$ cat src/rtl/seq_alu_pkg.sv
// Shared definitions for the sequential multiply/divide ALU: function codes,
// control FSM states and the registered flag bundle.
package seq_alu_pkg;

  localparam logic [3:0] FN_ADD = 4'd0;
  localparam logic [3:0] FN_SUB = 4'd1;
  localparam logic [3:0] FN_AND = 4'd2;
  localparam logic [3:0] FN_OR  = 4'd3;
  localparam logic [3:0] FN_MUL = 4'd4;
  localparam logic [3:0] FN_DIV = 4'd5;
  localparam logic [3:0] FN_SLL = 4'd8;
  localparam logic [3:0] FN_SRL = 4'd9;
  localparam logic [3:0] FN_ROL = 4'd10;
  localparam logic [3:0] FN_ROR = 4'd11;

  typedef enum logic [1:0] {
    IDLE,
    MUL,
    DIV,
    FIX
  } state_e;

  typedef struct packed {
    logic zero;
    logic sign;
    logic overflow;
    logic div_by_zero;
    logic illegal_op;
  } alu_flags_t;

endpackage

$ cat src/rtl/iter_muldiv_core.sv
// Unsigned shift-add multiplier / restoring divider on operand magnitudes.
// The first iteration runs on the start edge, so WIDTH iterations end WIDTH-1 edges later.
module iter_muldiv_core #(
  parameter int WIDTH = 16
) (
  input  logic             clk,
  input  logic             rst_n,
  input  logic             abort,
  input  logic             start,
  input  logic             is_div,
  input  logic [WIDTH-1:0] a_mag,
  input  logic [WIDTH-1:0] b_mag,
  output logic             done,
  output logic [WIDTH-1:0] lo,
  output logic [WIDTH-1:0] hi
);

  localparam int CNT_W = $clog2(WIDTH);
  localparam logic [CNT_W-1:0] LAST = CNT_W'(WIDTH - 1);

  logic [2*WIDTH-1:0] w_q, w_d, w_src;
  logic [WIDTH-1:0]   m_q, m_d, m_src;
  logic               div_q, div_d, div_src;
  logic               busy_q, busy_d;
  logic [CNT_W-1:0]   cnt_q, cnt_d;
  logic [WIDTH:0]     sum, diff;

  assign done = busy_q && (cnt_q == LAST);
  assign lo   = w_q[WIDTH-1:0];
  assign hi   = w_q[2*WIDTH-1:WIDTH];

  always_comb begin
    // NOTE: every variable gets a value before any branch, so no path can infer a latch.
    w_src   = start ? {{WIDTH{1'b0}}, a_mag} : w_q;
    m_src   = start ? b_mag : m_q;
    div_src = start ? is_div : div_q;
    sum     = {1'b0, w_src[2*WIDTH-1:WIDTH]} + (w_src[0] ? {1'b0, m_src} : '0);
    diff    = {1'b0, w_src[2*WIDTH-2:WIDTH-1]} - {1'b0, m_src};
    w_d     = w_q;
    m_d     = m_src;
    div_d   = div_src;
    busy_d  = busy_q;
    cnt_d   = cnt_q;
    if (abort) begin
      busy_d = 1'b0;
      cnt_d  = '0;
    end else if (start || busy_q) begin
      // Divide: trial-subtract the shifted partial remainder; keep it only if non-negative.
      if (div_src) begin
        w_d = diff[WIDTH] ? {w_src[2*WIDTH-2:0], 1'b0}
                          : {diff[WIDTH-1:0], w_src[WIDTH-2:0], 1'b1};
      end else begin
        w_d = {sum, w_src[WIDTH-1:1]};
      end
      busy_d = !done;
      cnt_d  = done ? '0 : cnt_q + CNT_W'(1);
    end
  end

  // NOTE: sequential state uses non-blocking assignments only; the working registers are
  // reset along with the control bits so no X ever reaches the sign-fix stage.
  always_ff @(posedge clk or negedge rst_n) begin
    if (!rst_n) begin
      w_q    <= '0;
      m_q    <= '0;
      div_q  <= 1'b0;
      busy_q <= 1'b0;
      cnt_q  <= '0;
    end else begin
      w_q    <= w_d;
      m_q    <= m_d;
      div_q  <= div_d;
      busy_q <= busy_d;
      cnt_q  <= cnt_d;
    end
  end

endmodule

$ cat src/rtl/seq_muldiv_alu.sv
// EX-stage ALU: single-cycle add/sub/logic/shift/rotate, iterative signed mul/div,
// valid/ready on both sides and a registered result/flag stage.
module seq_muldiv_alu
  import seq_alu_pkg::*;
#(
  parameter  int WIDTH   = 16,
  localparam int SHAMT_W = $clog2(WIDTH)
) (
  input  logic               clk,
  input  logic               rst_n,
  input  logic               flush,
  input  logic               in_valid,
  output logic               in_ready,
  input  logic [3:0]         func,
  input  logic [WIDTH-1:0]   a,
  input  logic [WIDTH-1:0]   b,
  input  logic [SHAMT_W-1:0] shamt,
  output logic               out_valid,
  input  logic               out_ready,
  output logic [WIDTH-1:0]   res_lo,
  output logic [WIDTH-1:0]   res_hi,
  output logic               zero,
  output logic               sign,
  output logic               overflow,
  output logic               div_by_zero,
  output logic               illegal_op
);

  localparam int MSB = WIDTH - 1;
  localparam logic [WIDTH-1:0] MIN_VAL = {1'b1, {(WIDTH-1){1'b0}}};

  state_e             state_q, state_d;
  logic               accept, is_iter, div_special, core_start, core_done;
  logic               load_single, load_fix;
  logic               neg_a_q, neg_a_d, neg_b_q, neg_b_d, div_op_q, div_op_d;
  logic [WIDTH-1:0]   core_lo, core_hi;
  logic               out_valid_q, out_valid_d;
  logic [WIDTH-1:0]   res_lo_q, res_lo_d, res_hi_q, res_hi_d;
  alu_flags_t         flags_q, flags_d, sc_flags, fx_flags;
  logic [WIDTH-1:0]   sc_lo, sc_hi, fx_lo, fx_hi, add_r, sub_r;
  logic [2*WIDTH-1:0] rol_w, ror_w, prod_mag;

  assign div_special = (b == '0) || (a == MIN_VAL && b == '1);
  assign is_iter     = (func == FN_MUL) || (func == FN_DIV && !div_special);

  // FSM output process: handshake and load strobes.
  always_comb begin
    in_ready    = rst_n && (state_q == IDLE) && (!out_valid_q || out_ready) && !flush;
    accept      = in_valid && in_ready;
    core_start  = accept && is_iter;
    load_single = accept && !is_iter;
    load_fix    = (state_q == FIX) && !flush;
  end

  always_comb begin
    state_d = state_q;
    if (flush) begin
      state_d = IDLE;
    end else begin
      case (state_q)
        IDLE:     if (core_start) state_d = (func == FN_MUL) ? MUL : DIV;
        MUL, DIV: if (core_done) state_d = FIX;
        default:  state_d = IDLE;
      endcase
    end
  end

  always_ff @(posedge clk or negedge rst_n) begin
    if (!rst_n) state_q <= IDLE;
    else        state_q <= state_d;
  end

  iter_muldiv_core #(.WIDTH(WIDTH)) u_core (
    .clk   (clk),
    .rst_n (rst_n),
    .abort (flush),
    .start (core_start),
    .is_div(func == FN_DIV),
    .a_mag (a[MSB] ? -a : a),
    .b_mag (b[MSB] ? -b : b),
    .done  (core_done),
    .lo    (core_lo),
    .hi    (core_hi)
  );

  always_comb begin
    add_r    = a + b;
    sub_r    = a - b;
    rol_w    = {a, a} << shamt;
    ror_w    = {a, a} >> shamt;
    sc_lo    = '0;
    sc_hi    = '0;
    sc_flags = '0;
    case (func)
      FN_ADD: begin
        sc_lo             = add_r;
        sc_flags.overflow = (a[MSB] == b[MSB]) && (add_r[MSB] != a[MSB]);
      end
      FN_SUB: begin
        sc_lo             = sub_r;
        sc_flags.overflow = (a[MSB] != b[MSB]) && (sub_r[MSB] != a[MSB]);
      end
      FN_AND: sc_lo = a & b;
      FN_OR:  sc_lo = a | b;
      FN_SLL: sc_lo = a << shamt;
      FN_SRL: sc_lo = a >> shamt;
      FN_ROL: sc_lo = rol_w[2*WIDTH-1:WIDTH];
      FN_ROR: sc_lo = ror_w[WIDTH-1:0];
      FN_MUL: ;
      FN_DIV: begin
        if (b == '0) begin
          sc_flags.div_by_zero = 1'b1;
          sc_hi                = a;
        end else if (div_special) begin
          sc_lo             = MIN_VAL;
          sc_flags.overflow = 1'b1;
        end
      end
      default: sc_flags.illegal_op = 1'b1;
    endcase
    sc_flags.zero = (sc_lo == '0);
    sc_flags.sign = sc_lo[MSB];
  end

  // Sign fix: quotient negative when signs differ, remainder follows the dividend.
  always_comb begin
    prod_mag = {core_hi, core_lo};
    fx_lo    = '0;
    fx_hi    = '0;
    fx_flags = '0;
    if (div_op_q) begin
      fx_lo = (neg_a_q ^ neg_b_q) ? -core_lo : core_lo;
      fx_hi = neg_a_q ? -core_hi : core_hi;
    end else begin
      {fx_hi, fx_lo} = (neg_a_q ^ neg_b_q) ? -prod_mag : prod_mag;
    end
    fx_flags.zero = (fx_lo == '0);
    fx_flags.sign = fx_lo[MSB];
  end

  always_comb begin
    neg_a_d     = core_start ? a[MSB] : neg_a_q;
    neg_b_d     = core_start ? b[MSB] : neg_b_q;
    div_op_d    = core_start ? (func == FN_DIV) : div_op_q;
    out_valid_d = out_valid_q;
    res_lo_d    = res_lo_q;
    res_hi_d    = res_hi_q;
    flags_d     = flags_q;
    if (flush) begin
      out_valid_d = 1'b0;
    end else if (load_single) begin
      out_valid_d = 1'b1;
      res_lo_d    = sc_lo;
      res_hi_d    = sc_hi;
      flags_d     = sc_flags;
    end else if (load_fix) begin
      out_valid_d = 1'b1;
      res_lo_d    = fx_lo;
      res_hi_d    = fx_hi;
      flags_d     = fx_flags;
    end else if (out_ready) begin
      out_valid_d = 1'b0;
    end
  end

  always_ff @(posedge clk or negedge rst_n) begin
    if (!rst_n) begin
      neg_a_q     <= 1'b0;
      neg_b_q     <= 1'b0;
      div_op_q    <= 1'b0;
      out_valid_q <= 1'b0;
      res_lo_q    <= '0;
      res_hi_q    <= '0;
      flags_q     <= '0;
    end else begin
      neg_a_q     <= neg_a_d;
      neg_b_q     <= neg_b_d;
      div_op_q    <= div_op_d;
      out_valid_q <= out_valid_d;
      res_lo_q    <= res_lo_d;
      res_hi_q    <= res_hi_d;
      flags_q     <= flags_d;
    end
  end

  assign out_valid   = out_valid_q;
  assign res_lo      = res_lo_q;
  assign res_hi      = res_hi_q;
  assign zero        = flags_q.zero;
  assign sign        = flags_q.sign;
  assign overflow    = flags_q.overflow;
  assign div_by_zero = flags_q.div_by_zero;
  assign illegal_op  = flags_q.illegal_op;

endmodule

$ cat config.mk
export PLATFORM = sky130hd
export DESIGN_NAME = seq_muldiv_alu
export DESIGN_NICKNAME = d
export VERILOG_FILES = /design/src/rtl/seq_alu_pkg.sv /design/src/rtl/iter_muldiv_core.sv /design/src/rtl/seq_muldiv_alu.sv
export SDC_FILE = /design/constraint.sdc
export NUM_CORES = 1
export LEC_CHECK = 0
export BUFFER_PORTS_ARGS = -buffer_cell sky130_fd_sc_hd__buf_4
export CORE_ASPECT_RATIO = 1.4
export CORE_MARGIN = 4
export CORE_UTILIZATION = 30
export CTS_CLUSTER_SIZE = 20
export DETAILED_ROUTE_END_ITERATION = 16
export SLEW_MARGIN = 20
export SYNTH_ARGS = -nofsm -noshare
export SYNTH_HDL_FRONTEND = slang
export SYNTH_SLANG_ARGS = --single-unit
$ cat constraint.sdc
create_clock -name clk -period 7.2 [get_ports clk]
set_clock_uncertainty 0.15 [all_clocks]
set_input_delay 0.72 -clock clk [delete_from_list [all_inputs] [get_ports clk]]
set_output_delay 0.72 -clock clk [all_outputs]
set_load 0.05 [all_outputs]
==> reports/metrics.yaml <==
status:
  status: "finished clean"
setup_path:
  arrival_ns: 6.41
  rr_worst_depth: 22
  end_kind: "flip-flop"
  crit_path_max_fanout: 17
  crit_required_ns: 7.36
  crit_path_start_kind: "input port"
  crit_type: "input port to flip-flop"
synthesis:
  synth_cell_types: 95
  synthCells: 1612
  syn-num-nets: 1740
  synthFlopType: "dfrtp_1"
  synth.avg_cell_area_um2: 7.642
  yosysSeqAreaShare: 0.1950
  synth-edff-count: 0
  syn-cell-area_um2: 12320
  async_flop_share: 1.000
  yosysWarnings: 0
  yosys_register_bits: 96
clocking:
  path_clk_slew_ns: 0.08
  cts.sinks: 96
  cts_buffers: 9
  cts_setup_buffers: 0
  cts_tree: "done"
  htreeDepth: 3
  cts_buffer_depth: 2
  worstSkewPairLatency_ns: 0.39
  cts_hold_buf: 0
  ctsResizeCount: 0
  cts_root_buf: "clkbuf_16"
grt:
  grt_max_degree: 57
  grt.total_usage: 0.2391
  first_global_vias: 13070
  grt.overflow.total: 0
  grt_pass1_wl_mm: 80.51
  antenna_found_initial: 0
die:
  initial_core_util: 0.3042
  fp.dieW_um: 179.3
  io_pins: 84
  row_count: 87
  core-area_um2: 40490
  fp.dieH_um: 247.8
  design.die.area_um2: 44420
power:
  peakVddDrop_mv: 0.1649
  p_leak_nw: 5.769
  p_total_mw: 4.687
  power.density_nw_per_um2: 343.9
routing:
  drtPass1Iterations: 5
  vias_per_cell: 6.060
  drcViolationCount: 0
  drt-total-wl_mm: 53.86
  drt-initial-drc-count: 1302
  drtAntennaViolNets: 0
  wl_per_cell_um: 25.04
  vias: 13040
flow_run:
  maxCapViolCount: 0
sta:
  fin_crit_ns: 6.248
  finalCritPeriodShare: 0.8678
  report.final.slew_viol_count: 0
  rsz0062_at_grt: "false"
  worst_pin_slew_ns: 1.113
  hold_viol: 0
  max_freq_mhz: 160.0
  setup_viol: 0
  max-slew-margin-rel: 0.2550
  fin_ws_ns: 0.9519
  setup_tns_ns: 0
finish:
  final_nets: 1740
  fin_cells: 2151
  syn_to_final_growth_pct: 10.63
  register_area_um2: 2402
  drive_above_1_share: 0.1169
  fillCellCount: 4297
  final_area_um2: 13630
  multi_input_area_um2: 9139
  diodes: 0
placed_design:
  dp_hpwl_mm: 41.26
  dp_cells: 2135
  port_buffers: 83
  routabilityCongestion: 0.9744
  placed_area_um2: 13330
  place_ws_ns: 0.6438
hold_path:
  hp-class: "flip-flop to flip-flop"
  hold_depth: 1
stage by stage:
| step | util | hold WS [ns] |
|---|---|---|
| 2_1_floorplan | - | 0.2744 |
| 3_3_place_gp | 0.3292 | 0.3162 |
| 3_5_place_dp | 0.3293 | 0.3174 |
| 4_1_cts | 0.3366 | 0.3358 |
| 5_1_grt | 0.3366 | 0.3660 |
| 6_report | 0.3366 | 0.3348 |
cell usage in the layout, fill, tap and decap left out, types with 8 or more instances in the layout:
| cell | synthesis | routed |
|---|---|---|
| nand2_1 | 146 | 146 |
| nor2_1 | 140 | 139 |
| a21oi_1 | 136 | 135 |
| o21ai_0 | 127 | 127 |
| buf_4 | 1 | 104 |
| dfrtp_1 | 96 | 96 |
| xnor2_1 | 94 | 94 |
| inv_1 | 82 | 82 |
| ha_1 | 81 | 81 |
| nor3_1 | 35 | 35 |
| nand3_1 | 31 | 31 |
| a211oi_1 | 31 | 31 |
| mux2i_1 | 30 | 30 |
| mux4_2 | 28 | 28 |
| a21o_1 | 28 | 28 |
| a22oi_1 | 27 | 27 |
| nand2b_1 | 24 | 23 |
| nor2b_1 | 21 | 21 |
| a31oi_1 | 20 | 20 |
| o22ai_1 | 20 | 20 |
| and2_1 | 19 | 19 |
| o221ai_1 | 19 | 19 |
| xor2_1 | 17 | 17 |
| o31ai_1 | 16 | 16 |
| nor4_1 | 14 | 14 |
| o211ai_1 | 12 | 12 |
| or3_1 | 11 | 11 |
| nand4_1 | 10 | 10 |
| or2_2 | 9 | 9 |
| a221oi_1 | 9 | 9 |
| clkbuf_16 | 0 | 9 |
| a221o_1 | 8 | 8 |
cell families (layout without fill, tap and decap cells):
family          Yosys count  after routing  share of synthesized area
compound gates          547            547                     0.2907
xor+xnor                111            111                    0.07892
fa+ha+maj                87             87                    0.08877
buf+inv                 202            207                    0.06520
flops                    96             96                     0.1950
mux                      65             65                    0.08196
simple gates            504            504                     0.1995
final timing paths:
check / startpoint / end / slack, ns
setup / recovery: a[1] / u_core.w_q[19]$_DFFE_PN0P_ / 0.95
hold / removal: div_by_zero$_DFFE_PN0P_ / div_by_zero$_DFFE_PN0P_ / 0.33
setup reg to reg: state_q[0]$_DFFE_PN0P_ / u_core.w_q[27]$_DFFE_PN0P_ / 1.38
hold reg to reg: div_by_zero$_DFFE_PN0P_ / div_by_zero$_DFFE_PN0P_ / 0.33
max in group asynchronous: rst_n / u_core.w_q[27]$_DFFE_PN0P_ / 5.28
min in group asynchronous: rst_n / res_lo[14]$_DFFE_PN0P_ / 0.38
report_power, final:
part | internal [mW] | switching (mW)
clock network | 0.244 | 0.261
registers | 0.725 | 0.307
logic | 1.17 | 1.98
final cells by class:
cell class,instances,area share
timing repair buffer,105,0.05875
clock buffer,9,0.01652
inverter,86,0.02369
sequential,96,0.1763
clock inverter,7,0.005233
multi-input combinational,1314,0.6705
tap,534,0.04902
state kept, by name, summed over array words and instances, names as in the netlist, 2 cells and up:
| signal | cells |
|---|---|
| u_core.m_q | 16 |
| state_q | 2 |
| u_core.cnt_q | 4 |
| u_core.w_q | 32 |
| res_hi | 16 |
| res_lo | 16 |
metal layers:
metal,routed length (µm),up-vias,GRT usage
li1,-,5929,-
met1,18740,6266,0.2492
met2,26910,611,0.4240
met3,3045,229,0.03291
met4,5161,0,0.1926
met5,0,-,0
synthesized netlist by cell type (28+ instances only):
cell / count / area (µm²)
nand2_1: 146 / 548.0
xnor2_1: 94 / 823.3
mux2i_1: 30 / 300.3
nor3_1: 35 / 175.2
inv_1: 82 / 307.8
a211oi_1: 31 / 232.7
nor2_1: 140 / 525.5
ha_1: 81 / 1013
dfrtp_1: 96 / 2402
a21oi_1: 136 / 680.7
o21ai_0: 127 / 635.6
clkbuf_1: 89 / 334.1
nand3_1: 31 / 155.2
a21o_1: 28 / 210.2
mux4_2: 28 / 630.6
worst max-delay path, cell delays in order:
cell and delay (ns):
buf_4 0.18, inv_1 0.20, ha_1 0.26, or4b_2 0.65, nor4_4 0.19, and2_1 0.22
o31ai_1 0.17, and2_1 0.39, nand2_1 0.17, nand2_1 0.08, ha_1 0.23, inv_1 0.06
ha_1 0.16, inv_1 0.09, a21oi_1 0.13, o221ai_1 0.18, maj3_1 0.41, a211o_1 0.35
o311ai_4 0.35, o21ai_2 0.15, and2_1 0.40, nor2_2 0.30, a22oi_1 0.13, a31oi_1 0.19
(Power assumes the default switching activity.)
